$ cat config.mk
export PLATFORM = sky130hd
export DESIGN_NAME = data_bus_arbiter
export DESIGN_NICKNAME = d
export VERILOG_FILES = /design/src/rtl/data_bus_arb_pkg.sv /design/src/rtl/data_bus_arbiter_rr_picker.sv /design/src/rtl/data_bus_arbiter.sv
export SDC_FILE = /design/constraint.sdc
export NUM_CORES = 1
export LEC_CHECK = 0
export ABC_AREA = 1
export CAP_MARGIN = 15
export CORE_UTILIZATION = 34
export DETAILED_ROUTE_END_ITERATION = 12
export GPL_TIMING_DRIVEN = 0
export HOLD_SLACK_MARGIN = 0.1
export PLACE_DENSITY = 0.91
export SKIP_CTS_REPAIR_TIMING = 1
export SYNTH_ARGS = -nofsm -noshare
export SYNTH_HDL_FRONTEND = slang
export SYNTH_SLANG_ARGS = --single-unit
export TNS_END_PERCENT = 5
$ cat constraint.sdc
create_clock -name clk -period 2.66 [get_ports clk]
set_input_delay 0.532 -clock clk [delete_from_list [all_inputs] [get_ports clk]]
set_output_delay 0.532 -clock clk [all_outputs]
set_load 0.05 [all_outputs]
$ cat src/rtl/data_bus_arb_pkg.sv
// Shared types and defaults for the data bus arbiter slice.
package data_bus_arb_pkg;

    typedef enum logic [1:0] {
        IDLE,
        OWN,
        TURN
    } arb_state_t;

    localparam int DATA_W  = 16;
    localparam int ADDR_W  = 11;
    localparam int MAX_REQ = 8;

    function automatic logic [2:0] onehot_to_idx(input logic [MAX_REQ-1:0] onehot);
        logic [2:0] idx;
        idx = '0;
        for (int i = 0; i < MAX_REQ; i++) begin
            if (onehot[i]) begin
                idx = i[2:0];
            end
        end
        return idx;
    endfunction

endpackage

$ cat src/rtl/data_bus_arbiter_rr_picker.sv
// Combinational round-robin priority encoder: first requester at or after rr_ptr.
module rr_picker #(
    parameter int NUM_REQ = 4,
    parameter int IDX_W   = 2
) (
    input  logic [NUM_REQ-1:0] req,
    input  logic [IDX_W-1:0]   rr_ptr,
    output logic [IDX_W-1:0]   winner,
    output logic               any_req
);
    import data_bus_arb_pkg::*;

    int   idx;
    logic found;

    always_comb begin
        winner = '0;
        found  = 1'b0;
        idx    = 0;
        for (int i = 0; i < NUM_REQ; i++) begin
            idx = (int'(rr_ptr) + i) % NUM_REQ;
            if (!found && req[idx[IDX_W-1:0]]) begin
                winner = idx[IDX_W-1:0];
                found  = 1'b1;
            end
        end
    end

    assign any_req = |req;

endmodule

$ cat src/rtl/data_bus_arbiter.sv
// Round-robin owner arbitration for the shared data/address bus, with a hold
// limit per ownership and a dead turnaround cycle between owners.
module data_bus_arbiter #(
    parameter int NUM_REQ  = 4,
    parameter int DATA_W   = data_bus_arb_pkg::DATA_W,
    parameter int ADDR_W   = data_bus_arb_pkg::ADDR_W,
    parameter int MAX_HOLD = 16
) (
    input  logic                      clk,
    input  logic                      reset_n,
    input  logic [NUM_REQ-1:0]        req,
    input  logic [NUM_REQ-1:0]        req_valid,
    input  logic [NUM_REQ-1:0]        req_last,
    input  logic [NUM_REQ-1:0]        req_wr,
    input  logic [NUM_REQ*ADDR_W-1:0] req_addr,
    input  logic [NUM_REQ*DATA_W-1:0] req_wdata,
    output logic [NUM_REQ-1:0]        gnt,
    output logic                      bus_valid,
    output logic                      bus_wr,
    output logic [ADDR_W-1:0]         bus_addr,
    output logic [DATA_W-1:0]         bus_wdata,
    input  logic                      bus_ready,
    input  logic [DATA_W-1:0]         bus_rdata,
    output logic [NUM_REQ-1:0]        rsp_valid,
    output logic [DATA_W-1:0]         rsp_rdata,
    output logic                      preempt
);
    import data_bus_arb_pkg::*;

    localparam int IDX_W = (NUM_REQ > 1) ? $clog2(NUM_REQ) : 1;
    localparam int HC_W  = $clog2(MAX_HOLD + 1);

    arb_state_t       state;
    logic [IDX_W-1:0] rr_ptr;
    logic [IDX_W-1:0] winner;
    logic [IDX_W-1:0] owner;
    logic [IDX_W-1:0] next_ptr;
    logic             any_req;
    logic [HC_W-1:0]  hold_cnt;
    logic             owned;
    logic             beat_done;
    logic             last_hit;
    logic             hold_hit;
    logic             drop_hit;
    logic             release_now;

    rr_picker #(
        .NUM_REQ (NUM_REQ),
        .IDX_W   (IDX_W)
    ) u_picker (
        .req     (req),
        .rr_ptr  (rr_ptr),
        .winner  (winner),
        .any_req (any_req)
    );

    assign owner    = IDX_W'(onehot_to_idx(MAX_REQ'(gnt)));
    assign owned    = (state == OWN);
    assign next_ptr = (owner == IDX_W'(NUM_REQ - 1)) ? '0 : owner + 1'b1;

    // Everything on the bus is gated by the registered grant so a non-owner never drives it.
    always_comb begin
        bus_valid = 1'b0;
        bus_wr    = 1'b0;
        bus_addr  = '0;
        bus_wdata = '0;
        if (owned) begin
            bus_valid = req_valid[owner];
            bus_wr    = req_wr[owner];
            bus_addr  = req_addr[owner*ADDR_W +: ADDR_W];
            bus_wdata = req_wdata[owner*DATA_W +: DATA_W];
        end
    end

    assign beat_done   = bus_valid && bus_ready;
    assign rsp_valid   = beat_done ? gnt : '0;
    assign rsp_rdata   = (beat_done && !bus_wr) ? bus_rdata : '0;

    assign last_hit    = beat_done && req_last[owner];
    assign hold_hit    = beat_done && (hold_cnt == HC_W'(MAX_HOLD - 1));
    assign drop_hit    = !req[owner] && !beat_done;
    assign release_now = last_hit || hold_hit || drop_hit;

    always_ff @(posedge clk) begin
        if (!reset_n) begin
            state    <= IDLE;
            gnt      <= '0;
            rr_ptr   <= '0;
            hold_cnt <= '0;
            preempt  <= 1'b0;
        end else begin
            preempt <= 1'b0;
            case (state)
                IDLE: begin
                    if (any_req) begin
                        gnt      <= NUM_REQ'(1) << winner;
                        hold_cnt <= '0;
                        state    <= OWN;
                    end
                end
                OWN: begin
                    if (beat_done && (hold_cnt != HC_W'(MAX_HOLD))) begin
                        hold_cnt <= hold_cnt + 1'b1;
                    end
                    if (release_now) begin
                        gnt     <= '0;
                        rr_ptr  <= next_ptr;
                        preempt <= hold_hit && !req_last[owner];
                        state   <= TURN;
                    end
                end
                TURN: begin
                    state <= IDLE;
                end
                default: begin
                    state <= IDLE;
                end
            endcase
        end
    end

endmodule

==> run summary <==
TIMING
----------------------------------------------------------------------------------------------------
Final worst path period share                                                                   100%
Max-slew headroom at the worst pin                                                             63.6%
Highest achievable clock rate                                                              0.374 GHz
Time the final worst path needs with I/O delays and setup                                    2670 ps
Max Clock Skew                                                                              0.994 ps
Number of hold violations in the final report                                                      0
Slew of the pin with the lowest slew margin                                                   546 ps
Final worst-path setup slack                                                                -13.2 ps
Final Setup Violations                                                                             2
Setup repair after global routing missed its margin                                              yes
Pins Over Slew Limit                                                                               0

DETAILED ROUTING
----------------------------------------------------------------------------------------------------
Routed wire length per instance                                                              14.5 um
Total DRC errors in the routed layout                                                              0
First-iteration detailed-routing DRC count                                                       121
Post-detailed-route count of antenna-violating nets                                                0
Detailed Route WL                                                                           10500 um
DR vias/cell                                                                                    5.01
First-pass detailed-route iteration total                                                          5
Via total after detailed routing                                                                3617

CLOCK NETWORK
----------------------------------------------------------------------------------------------------
TritonCTS clock tree                                                                             yes
Clk root buf                                                                            sky130_fd_sc_hd__clkbuf_8
TritonCTS Buffers                                                                                  3
CTS H-tree lvls                                                                                    1
Sink count of the clock tree                                                                      14
Clock Latency Late Sink                                                                       250 ps
Max Root-Sink Buffers                                                                              2
Clock-pin slew reported for the worst setup and hold paths after clock tree synthesis          60 ps

LOGIC SYNTHESIS
----------------------------------------------------------------------------------------------------
Synth top area cells                                                                    sky130_fd_sc_hd__nor2_1, sky130_fd_sc_hd__o21ai_0, sky130_fd_sc_hd__dfxtp_1
Cell area after synthesis                                                                   2190 um2
Net count of the mapped netlist                                                                  592
Top cell type's share of synthesized area                                                      26.6%
Proportion of register bits with asynchronous set or reset after synthesis                        0%
Synthesized netlist cell count                                                                   446
Most common flop cell mapped by yosys                                                   sky130_fd_sc_hd__dfxtp_1
Synth warnings                                                                                     0
Portion of the post-synthesis area used by sequential elements                                 12.8%
Per-instance average area after synthesis                                                   4.91 um2
Library cell occupying the most area in the post-synthesis netlist                      sky130_fd_sc_hd__nor2_1
#FFs+latches synth                                                                                14
Netlist cell types                                                                                27
EDFF count, synth                                                                                  0

GLOBAL ROUTING
----------------------------------------------------------------------------------------------------
Global-route wire length before repair                                                      15000 um
Initial antenna violation count                                                                    0
Via count of the first global-routing pass                                                      3164
Largest net degree at the start of global routing                                                 11
Total GRT Usage                                                                                28.7%
Final global-route overflow total                                                                  0

FINAL LAYOUT
----------------------------------------------------------------------------------------------------
Diode count                                                                                        0
Area grow syn2layout                                                                           92.8%
Layout Nets                                                                                      795
Layout Cell Area excl Fill                                                                  4220 um2
Count of fill cells added during filler insertion                                                568
Utilization of the core after routing                                                          69.6%
Fraction of layout cells with a size suffix above 1                                            13.0%

PLACED DESIGN
----------------------------------------------------------------------------------------------------
Number of port buffers                                                                           196
Placed Instance Area                                                                        4250 um2
Placer congestion estimate                                                                     0.888
Post-placement worst setup slack                                                             -693 ps
Post-DP HPWL                                                                                 8320 um

MIN PATH
----------------------------------------------------------------------------------------------------
Hold Path Depth                                                                                    2
Worst-case hold path end point                                                           hold_cnt[0]
Hold path startpoint                                                                     hold_cnt[0]
Worst min-delay path class                                                              flip-flop to flip-flop

PWR
----------------------------------------------------------------------------------------------------
Power share of the combinational group                                                         88.3%
Switching power                                                                              2.70 mW
Fraction of power spent switching nets                                                         64.2%
Leak Pwr                                                                                     2.09 nW
Fraction of power consumed by sequential logic                                                  7.5%
Total power draw                                                                             4.20 mW
Power per cell area                                                                       996 nW/um2
Clock network fraction of design power                                                          4.2%
Worst-case vdd ir drop                                                                        733 uV
Total internal power                                                                         1.50 mW

FLOORPLANNING
----------------------------------------------------------------------------------------------------
I/O pins                                                                                         197
Die Outline Area                                                                            6760 um2
Std-Cell Core Area                                                                          6060 um2
Effective utilization at floorplan                                                             36.1%
Height of the die                                                                            82.2 um
Die boundary width                                                                           82.2 um
Row count                                                                                         28

WORST SETUP PATH
----------------------------------------------------------------------------------------------------
Data arrival time of the critical path                                                       2140 ps
Max FO, Critical Path                                                                             10
Sort of element at the end of the critical path                                         primary output
Worst setup SP type                                                                        flip-flop
Capture instance of the worst register-to-register path                                       gnt[3]
Setup slack on the worst flop-to-flop path                                                    850 ps
Reg2Reg Depth                                                                                     14
Required time of the worst setup path                                                        2130 ps
Path type of the worst setup path                                                       flip-flop to primary output
FF-to-FF Start                                                                                gnt[2]

FLOW RUN
----------------------------------------------------------------------------------------------------
Maximum capacitance violations                                                                     0

OUTCOME
----------------------------------------------------------------------------------------------------
Failing checks                                                                          negative setup slack
Outcome                                                                                 finished with violations

[worst max-delay path: stages (launching register included)]
cell and delay, ps:
sky130_fd_sc_hd__dfxtp_1 330, sky130_fd_sc_hd__inv_2 140, sky130_fd_sc_hd__nand2_2 90, sky130_fd_sc_hd__nand2_4 110, sky130_fd_sc_hd__buf_4 180, sky130_fd_sc_hd__clkbuf_1 380, sky130_fd_sc_hd__o21ai_0 180, sky130_fd_sc_hd__a21oi_1 170
sky130_fd_sc_hd__clkbuf_2 290
[sequential cells by signal (all words and copies together), names as in the netlist]
register,count
gnt,4
hold_cnt,5
preempt,1
rr_ptr,2
state,2
[final cells by class]
cell class	instances	area (um2)	area share (%)
Buffer	22	118	2.79
Clock buffer	3	41.3	0.979
Inverter	48	183	4.33
Multi-Input combinational cell	362	1640	38.9
Sequential cell	14	280	6.64
Tap cell	75	93.8	2.22
Timing Repair Buffer	198	1860	44.1
[power groups by stage]
stage / Clock (mW) / Combinational, mW / Sequential (mW)
after floorplan: 0 / 2.52 / 0.382
after global placement: 0 / 3.68 / 0.316
after detailed placement: 0 / 3.76 / 0.318
after CTS: 0.179 / 3.78 / 0.313
after global routing: 0.184 / 4.03 / 0.321
final: 0.178 / 3.71 / 0.315
[cell families after synthesis]
kind of cell | count (synthesis) | synth area share (%)
AND/OR/NAND/NOR | 260 | 49.0
AO/OA/AOI/OAI | 99 | 23.4
buffers and inverters | 70 | 13.1
flip-flops | 14 | 12.8
adder cells (fa/ha/maj) | 3 | 1.72
[routing by layer]
metal / vias to the layer above / wire (um) / GRT usage [%]
li1: 1810 / - / -
met1: 1629 / 4130 / 33.5
met3: 23 / 940 / 4.62
met5: - / 0 / 0
met2: 155 / 5170 / 52.9
met4: 0 / 240 / 8.95
[through the flow]
step | hold slack, ps | setup TNS (ps) | instances
after floorplan | 456 | -3780 | 446
after global placement | 469 | -14890 | 717
after detailed placement | 497 | -16480 | 717
after CTS | 505 | -23240 | 720
after global routing | 520 | -1760 | 722
final | 502 | -24.9 | 722
[placed cells by master (no fill, tap or decap), types with 2 or more instances in the layout]
cell type and n:
sky130_fd_sc_hd__inv_1 42, sky130_fd_sc_hd__nor2_1 153, sky130_fd_sc_hd__o21ai_0 59, sky130_fd_sc_hd__buf_2 6
sky130_fd_sc_hd__nand2_2 5, sky130_fd_sc_hd__dfxtp_1 14, sky130_fd_sc_hd__clkbuf_8 3, sky130_fd_sc_hd__ha_1 3
sky130_fd_sc_hd__a21oi_1 33, sky130_fd_sc_hd__nor3_1 2, sky130_fd_sc_hd__nand4_1 4, sky130_fd_sc_hd__clkdlybuf4s50_1 147
sky130_fd_sc_hd__buf_4 7, sky130_fd_sc_hd__dlymetal6s2s_1 10, sky130_fd_sc_hd__nand3_1 16, sky130_fd_sc_hd__a21oi_2 2
sky130_fd_sc_hd__nand2_1 68, sky130_fd_sc_hd__nand2_4 2, sky130_fd_sc_hd__clkbuf_4 8, sky130_fd_sc_hd__buf_6 4
sky130_fd_sc_hd__nor2_2 6, sky130_fd_sc_hd__o21ai_1 3, sky130_fd_sc_hd__inv_2 5, sky130_fd_sc_hd__clkbuf_1 8
sky130_fd_sc_hd__clkbuf_2 29
[how the worst max path moves through the flow]
stage | startpoint | endpoint | slack, ps
2_1_floorplan | gnt[1] | bus_addr[2] | -130
4_1_cts | req_valid[0] | rsp_rdata[8] | -710
3_5_place_dp | req_valid[0] | rsp_rdata[8] | -690
3_3_place_gp | req_valid[0] | rsp_rdata[14] | -640
6_report | gnt[2] | bus_addr[8] | -10
5_1_grt | gnt[2] | bus_wdata[9] | -140
[cell usage after synthesis (4+ instances only)]
cell type                  count
sky130_fd_sc_hd__nor2_1      155
sky130_fd_sc_hd__nand2_1      69
sky130_fd_sc_hd__o21ai_0      59
sky130_fd_sc_hd__inv_1        42
sky130_fd_sc_hd__a21oi_1      34
sky130_fd_sc_hd__nand3_1      16
sky130_fd_sc_hd__dfxtp_1      14
sky130_fd_sc_hd__clkbuf_1     11
sky130_fd_sc_hd__inv_2         6
sky130_fd_sc_hd__buf_2         4
sky130_fd_sc_hd__nand2_2       4
sky130_fd_sc_hd__nand4_1       4
sky130_fd_sc_hd__nor2_2        4
Power figures use the tool's default switching activity.
